$ cat config.mk
export PLATFORM = sky130hd
export DESIGN_NAME = stopwatch_ctrl
export DESIGN_NICKNAME = d
export VERILOG_FILES = /design/src/rtl/stopwatch_ctrl.sv
export SDC_FILE = /design/constraint.sdc
export NUM_CORES = 1
export LEC_CHECK = 0
export BUFFER_PORTS_ARGS = -buffer_cell sky130_fd_sc_hd__clkbuf_2
export CAP_MARGIN = 20
export CORE_ASPECT_RATIO = 0.8
export CORE_MARGIN = 2
export CORE_UTILIZATION = 60
export CTS_CLUSTER_SIZE = 28
export DETAILED_ROUTE_END_ITERATION = 8
export PLACE_DENSITY = 0.78
export SLEW_MARGIN = 40
export SYNTH_ARGS = -nofsm -noshare
export SYNTH_HDL_FRONTEND = slang
export SYNTH_SLANG_ARGS = --single-unit
export TNS_END_PERCENT = 20
$ cat constraint.sdc
create_clock -name clk -period 2.9 [get_ports clk]
set_clock_uncertainty 0.2 [all_clocks]
set_input_delay 0.58 -clock clk [delete_from_list [all_inputs] [get_ports clk]]
set_output_delay 0.58 -clock clk [all_outputs]
set_load 0.005 [all_outputs]
$ cat src/rtl/stopwatch_ctrl.sv
// stopwatch_ctrl: debounces start/lap buttons, turns presses into events and runs the stopwatch mode FSM
module stopwatch_ctrl #(
  parameter int DEBOUNCE_CYCLES = 1_000_000,
  parameter int CNT_W = 20
) (
  input  logic       clk,
  input  logic       reset,
  input  logic       start_btn,
  input  logic       lap_btn,
  output logic       run_en,
  output logic       lap_freeze,
  output logic       clear,
  output logic [1:0] mode
);
  if (DEBOUNCE_CYCLES < 1 || 64'(DEBOUNCE_CYCLES) >= (64'd1 << CNT_W)) begin : g_bad_param
    $error("DEBOUNCE_CYCLES must be in 1 .. 2**CNT_W-1");
  end
  typedef enum logic [1:0] {IDLE = 2'b00, RUN = 2'b01, STOP = 2'b10, LAP = 2'b11} state_t;
  localparam logic [CNT_W-1:0] LAST = CNT_W'(DEBOUNCE_CYCLES - 1);
  logic [1:0] s1, s2, deb, deb_d, press;
  logic [CNT_W-1:0] cnt [2];
  state_t state, nxt;
  logic clr_q;
  // bit 0 is start, bit 1 is lap
  always_ff @(posedge clk) begin
    if (reset) begin
      s1 <= '0;
      s2 <= '0;
      deb <= '0;
      deb_d <= '0;
      press <= '0;
      cnt <= '{default: '0};
    end else begin
      s1 <= {lap_btn, start_btn};
      s2 <= s1;
      deb_d <= deb;
      press <= deb & ~deb_d;
      for (int i = 0; i < 2; i++) begin
        if (s2[i] == deb[i]) cnt[i] <= '0;
        else if (cnt[i] == LAST) begin
          cnt[i] <= '0;
          deb[i] <= ~deb[i];
        end else cnt[i] <= cnt[i] + 1'b1;
      end
    end
  end
  always_ff @(posedge clk) begin
    if (reset) begin
      state <= IDLE;
      clr_q <= 1'b0;
    end else begin
      state <= nxt;
      clr_q <= state == STOP && nxt == IDLE;
    end
  end
  // start is tested first everywhere, so a simultaneous lap press is dropped
  always_comb begin
    nxt = state;
    case (state)
      IDLE: nxt = press[0] ? RUN : IDLE;
      RUN:  nxt = press[0] ? STOP : press[1] ? LAP : RUN;
      LAP:  nxt = press[0] ? STOP : press[1] ? RUN : LAP;
      STOP: nxt = press[0] ? RUN : press[1] ? IDLE : STOP;
    endcase
  end
  always_comb begin
    mode = state;
    run_en = state == RUN || state == LAP;
    lap_freeze = state == LAP;
    clear = clr_q;
  end
endmodule

==> results.py, run 1 <==
metrics = {
    "run_status": {
        "status": "finished clean",
    },
    "critical_path": {
        "crit_chain": "nand4_1, or4_1, or4b_1, a21oi_1",
        "crit_type": "reg -> reg",
        "cp-end-kind": "register",
        "crit_path_start_kind": "register",
        "path_delay_family": "simple AND/OR/NAND/NOR gates",
        "cp.depth": 4,
        "slowest_stage": "or4_1",
        "r2r_start": "cnt[8]",
        "worstPathArrival_ns": 2.28,
        "cp.required_ns": 2.94,
        "worst-path-buf-inv": 0,
        "worstReg2RegEnd": "cnt[17]",
        "reg2reg_depth": 4,
        "path_max_fanout": 8,
        "slowest_delay_ns": 0.66,
        "r2r_slack_ns": 0.65,
    },
    "worst_hold_path": {
        "holdPathStages": 1,
        "hp-start": "deb_d[1]",
        "hold_class": "reg -> reg",
        "hold_end": "press[1]",
    },
    "timing": {
        "grt_setup_unrepaired": "no",
        "final-setup-viol-count": 0,
        "hold_violations": 0,
        "fmax_mhz": 445,
        "slew_headroom_pct": 70.8,
        "worst_pin_slew_ns": 0.435,
        "period_minus_slack_ns": 2.25,
        "min_period_over_period_pct": 77.4,
        "fin_setup_tns_ns": 0,
        "drv_slew": 0,
    },
    "clocking": {
        "post_cts_buffers": 0,
        "cts_resized": 0,
        "cts_inserted_buffers": 5,
        "cts-htree-levels": 2,
        "clockBufferDepth": 2,
        "clk_pin_slew_ns": 0.10,
        "root_buffer": "clkbuf_8",
        "insertion_delay_ns": 0.30,
        "holdBufCountCts": 0,
        "cts_sinks": 53,
        "cts_tree": "built",
    },
    "power": {
        "switching_power_uw": 254,
        "p_seq_share_pct": 61.7,
        "combPwrFrac_pct": 1.2,
        "powerDensity_nw_per_um2": 487,
        "vdd_drop_max_v": 0.000422,
        "p_sw_share_pct": 21.4,
        "power.total_mw": 1.19,
        "p_clk_share_pct": 37.0,
        "intPower_uw": 933,
        "p_leak_nw": 0.731,
    },
    "run": {
        "drv_cap": 0,
    },
    "final_layout": {
        "multiInputGateArea_um2": 1140,
        "syn2layout_area_growth_pct": 7.32,
        "drive_gt1_share_pct": 7.46,
        "n_antenna_cell": 0,
        "nets": 273,
        "seqCellArea_um2": 1060,
        "num-fill-cells": 291,
        "layout_common_cells": "dfxtp_1 (53), nor2_1 (31), nand3_1 (21), xnor2_1 (18), a21oi_1 (14)",
        "final_common_cell": "dfxtp_1",
    },
    "synthesis": {
        "syn_nets": 265,
        "synthCells": 259,
        "yosysWarnings": 0,
        "synth_edf_count": 0,
        "synth_flop_cell": "dfxtp_1",
        "ys_seq_elements": 53,
        "synth_seq_area_share_pct": 46.7,
        "async_flop_share_pct": 0,
        "yosys.cell_types.count": 36,
        "avgSynthCellArea_um2": 8.77,
        "syn_area_um2": 2270,
    },
    "global_route": {
        "grt_pass1_vias": 1640,
        "grt_pass1_wl_um": 7060,
        "grt_remaining_overflow": 0,
        "grt_usage_pct": 20.6,
        "grt_max_degree": 19,
        "antenna_found_initial": 0,
    },
    "die": {
        "num_rows": 19,
        "chipWidth_um": 72.8,
        "dieArea_um2": 4300,
        "core_area_um2": 3520,
        "ios": 9,
        "chipHeight_um": 59.0,
        "initial_core_util_pct": 64.6,
    },
    "detailed_routing": {
        "wl_per_cell_um": 12.7,
        "drt-pass1-iter-count": 4,
        "wirelength_um": 3950,
        "drt_iter0_drc": 140,
        "viasPerCell": 5.82,
        "postRouteAntennaNets": 0,
        "vias": 1804,
        "post-route-drc-count": 0,
    },
    "place": {
        "portBuffers": 8,
        "gp_congestion": 0.831,
        "hpwl_um": 2800,
    },
}
## flip-flops by register name (all words and copies together) (netlist names)
| signal | count |
|---|---|
| deb_d | 2 |
| mode | 2 |
| clear | 1 |
| press | 2 |
| cnt | 40 |
| deb | 2 |
| s2 | 2 |
| s1 | 2 |
## how the worst max path moves through the flow
stage	startpoint	endpoint	slack, ns
2_1_floorplan	cnt[8]	cnt[17]	0.84
3_3_place_gp	cnt[8]	cnt[17]	0.78
3_5_place_dp	cnt[8]	cnt[17]	0.73
4_1_cts	cnt[8]	cnt[17]	0.67
5_1_grt	cnt[8]	cnt[17]	0.53
6_report	cnt[8]	cnt[17]	0.65
## layer usage
metal,global-route usage (%),part of all wire [%],up-vias
li1,-,-,927
met1,28.7,53,841
met2,31.7,43,33
met3,5.10,4.0,3
met4,6.88,0.53,0
met5,0,0,-
## cell usage after synthesis, types with 2 or more instances
library cell / count / share of area, %
a21oi_1: 14 / 3.1
and2_1: 2 / 0.55
and3_1: 4 / 1.1
and4_1: 2 / 0.77
buf_2: 2 / 0.44
clkbuf_1: 6 / 0.99
dfxtp_1: 53 / 47
ha_1: 2 / 1.1
inv_1: 8 / 1.3
nand2_1: 12 / 2.0
nand3_1: 21 / 4.6
nand4_1: 6 / 1.7
nand4b_1: 3 / 1.2
nor2_1: 31 / 5.1
nor2b_1: 9 / 2.5
nor3_1: 7 / 1.5
nor3b_1: 2 / 0.66
nor4_1: 9 / 2.5
nor4b_1: 2 / 0.77
o21ai_0: 9 / 2.0
o31ai_1: 4 / 1.3
or3_1: 9 / 2.5
or4_1: 4 / 1.3
xnor2_1: 18 / 6.9
xor2_1: 9 / 3.5
## area by class of cell
class / instances / share of cell area, %
flip-flops and latches: 53 / 43.5
multi-input cells: 189 / 46.8
clock buffers: 6 / 3.39
clock inverters: 2 / 0.667
repair buffers: 10 / 2.26
inverters: 8 / 1.23
well taps: 42 / 2.15
## metrics by stage
stage | utilization (%) | std cells | area (µm²) | setup WS (ns) | hold WS [ns]
detailed placement | 66.5 | 302 | 2340 | 0.727 | 0.183
finish | 69.3 | 310 | 2440 | 0.654 | 0.195
global placement | 66.5 | 302 | 2340 | 0.778 | 0.181
CTS | 69.3 | 310 | 2440 | 0.670 | 0.197
floorplan | - | 259 | 2270 | 0.841 | 0.167
global route | 69.3 | 310 | 2440 | 0.528 | 0.223
## worst register-to-register path: stages (launching register included)
cell and delay [ns]:
dfxtp_1 0.46, nand4_1 0.15, or4_1 0.66, or4b_1 0.54
a21oi_1 0.16
## kinds of logic (layout without fill, tap and decap cells)
kind of cell	Yosys count	after routing	share of synthesized area, %
adder cells (fa/ha/maj)	2	2	1.10
AO/OA/AOI/OAI	31	31	7.71
buffers and inverters	17	26	3.08
flip-flops	53	53	46.7
XOR/XNOR	27	27	10.4
AND/OR/NAND/NOR	129	129	31.0
## power by group through the flow
stage,Sequential (mW),Clock (mW),Combinational (mW)
3_5_place_dp,0.750,0,0.0149
6_report,0.733,0.440,0.0146
5_1_grt,0.733,0.482,0.0167
2_1_floorplan,0.749,0,0.00978
4_1_cts,0.733,0.451,0.0150
3_3_place_gp,0.749,0,0.0146
No activity file was read; power rests on OpenSTA's default activity.
==> run 2, diff against run 1 <==
CORE_UTILIZATION = 54   (was 60)
PLACE_DENSITY = 0.74   (was 0.78)
clock period = 2.05 ns   (was 2.9 ns; I/O delays follow)
==> results.py, run 2 (synthesis results as in run 1) <==
metrics = {
    "place": {
        "hpwl_um": 2920,
        "gp_congestion": 0.815,
        "portBuffers": 8,
        "pre_cts_slack_ns": 0.0421,
        "placedCellCount": 333,
    },
    "final_layout": {
        "regMostFlops": "cnt",
        "n_antenna_cell": 0,
        "layout_common_cells": "dfxtp_1 (53), nor2_1 (31), nand3_1 (21), xnor2_1 (18), buf_4 (18)",
        "nets": 289,
        "final_core_utilization_pct": 63.1,
        "drive_gt1_share_pct": 13.0,
        "largest_reg_flops": 40,
        "fin_cells": 341,
        "final_common_cell": "dfxtp_1",
        "syn2layout_area_growth_pct": 14.5,
    },
    "detailed_routing": {
        "vias": 1820,
        "viasPerCell": 5.34,
        "postRouteAntennaNets": 0,
        "drt_iter0_drc": 76,
        "drt-pass1-iter-count": 4,
        "post-route-drc-count": 0,
        "wirelength_um": 4210,
        "wl_per_cell_um": 12.3,
    },
    "power": {
        "p_leak_nw": 0.824,
        "vdd_drop_max_v": 0.000541,
        "power.total_mw": 1.80,
        "powerDensity_nw_per_um2": 691,
    },
    "global_route": {
        "grt_pass1_wl_um": 7070,
        "grt_usage_pct": 19.0,
        "grt_max_degree": 20,
        "grt_pass1_vias": 1550,
        "antenna_found_initial": 0,
        "grt_remaining_overflow": 0,
    },
    "die": {
        "initial_core_util_pct": 55.1,
        "ios": 9,
        "chipHeight_um": 62.0,
        "num_rows": 21,
        "chipWidth_um": 76.5,
        "core_area_um2": 4130,
        "dieArea_um2": 4750,
    },
    "clocking": {
        "clk_pin_slew_ns": 0.10,
        "cts_tree": "built",
        "cts-htree-levels": 2,
        "root_buffer": "clkbuf_8",
        "cts_resized": 0,
        "cts_inserted_buffers": 5,
        "insertion_delay_ns": 0.31,
        "holdBufCountCts": 0,
        "clockBufferDepth": 2,
        "cts_sinks": 53,
        "post_cts_buffers": 0,
    },
    "critical_path": {
        "worstPathArrival_ns": 2.00,
        "crit_path_start_kind": "register",
        "path_max_fanout": 8,
        "cp.required_ns": 2.09,
        "crit_type": "reg -> reg",
        "cp-end-kind": "register",
    },
    "timing": {
        "min_period_over_period_pct": 95.6,
        "hold_violations": 0,
        "period_minus_slack_ns": 1.96,
        "slew_headroom_pct": 73.4,
        "worst_pin_slew_ns": 0.397,
        "fin_setup_tns_ns": 0,
        "grt_setup_unrepaired": "no",
        "fmax_mhz": 510,
        "final-setup-viol-count": 0,
        "layout_setup_ws_ns": 0.0908,
        "drv_slew": 0,
    },
    "run": {
        "drv_cap": 0,
    },
    "run_status": {
        "status": "finished clean",
    },
    "worst_hold_path": {
        "hold_class": "in -> reg",
    },
}
run 2: cell types whose count changed in the layout (fill, tap and decap cells not counted), sizes merged:
cell	delta
clkinvlp	-1
bufinv	+1
clkbuf	-1
buf	+16
clkinv	+1
run 2: metal layers:
| layer | wire (µm) | share of wire (%) | GRT usage [%] | vias to the layer above |
|---|---|---|---|---|
| met2 | 1750 | 42 | 28.8 | 32 |
| met1 | 2250 | 53 | 26.7 | 821 |
| li1 | - | - | - | 960 |
| met5 | 0 | 0 | 0 | - |
| met4 | 60 | 1.4 | 7.79 | 0 |
| met3 | 141 | 3.4 | 4.34 | 7 |
run 2: worst paths after layout:
path / from / to / slack (ns) / cells after the start
max reg2reg: cnt[11] / cnt[17] / 0.09 / 4
min: lap_btn / s1[1] / 0.10 / 2
max: cnt[11] / cnt[17] / 0.09 / 4
min reg2reg: deb_d[0] / press[0] / 0.20 / 1
run 2: critical path, cell delays in order (launching register included):
cell and delay, ns:
dfxtp_1 0.39, nand4_1 0.15, or4_4 0.49, or4b_1 0.51, a21oi_1 0.15
run 2: where the power goes:
part | leakage [nW] | switching, mW | total (mW) | internal (mW)
logic | 0.336 | 0.0136 | 0.0230 | 0.00941
clock network | 0.0603 | 0.364 | 0.738 | 0.375
registers | 0.428 | 0.00266 | 1.04 | 1.03
run 2: area by class of cell:
class | instances | area (µm²)
inverters | 8 | 30.0
well taps | 57 | 71.3
flip-flops and latches | 53 | 1060
clock inverters | 3 | 50.0
clock buffers | 5 | 68.8
repair buffers | 26 | 175
fillers | 357 | 1520
multi-input cells | 189 | 1140
run 2: through the flow:
step / hold slack [ns] / instance area [µm²]
after floorplan: 0.167 / 2280
after global placement: 0.179 / 2480
after detailed placement: 0.183 / 2480
after CTS: 0.100 / 2600
after global routing: 0.112 / 2600
final: 0.101 / 2600
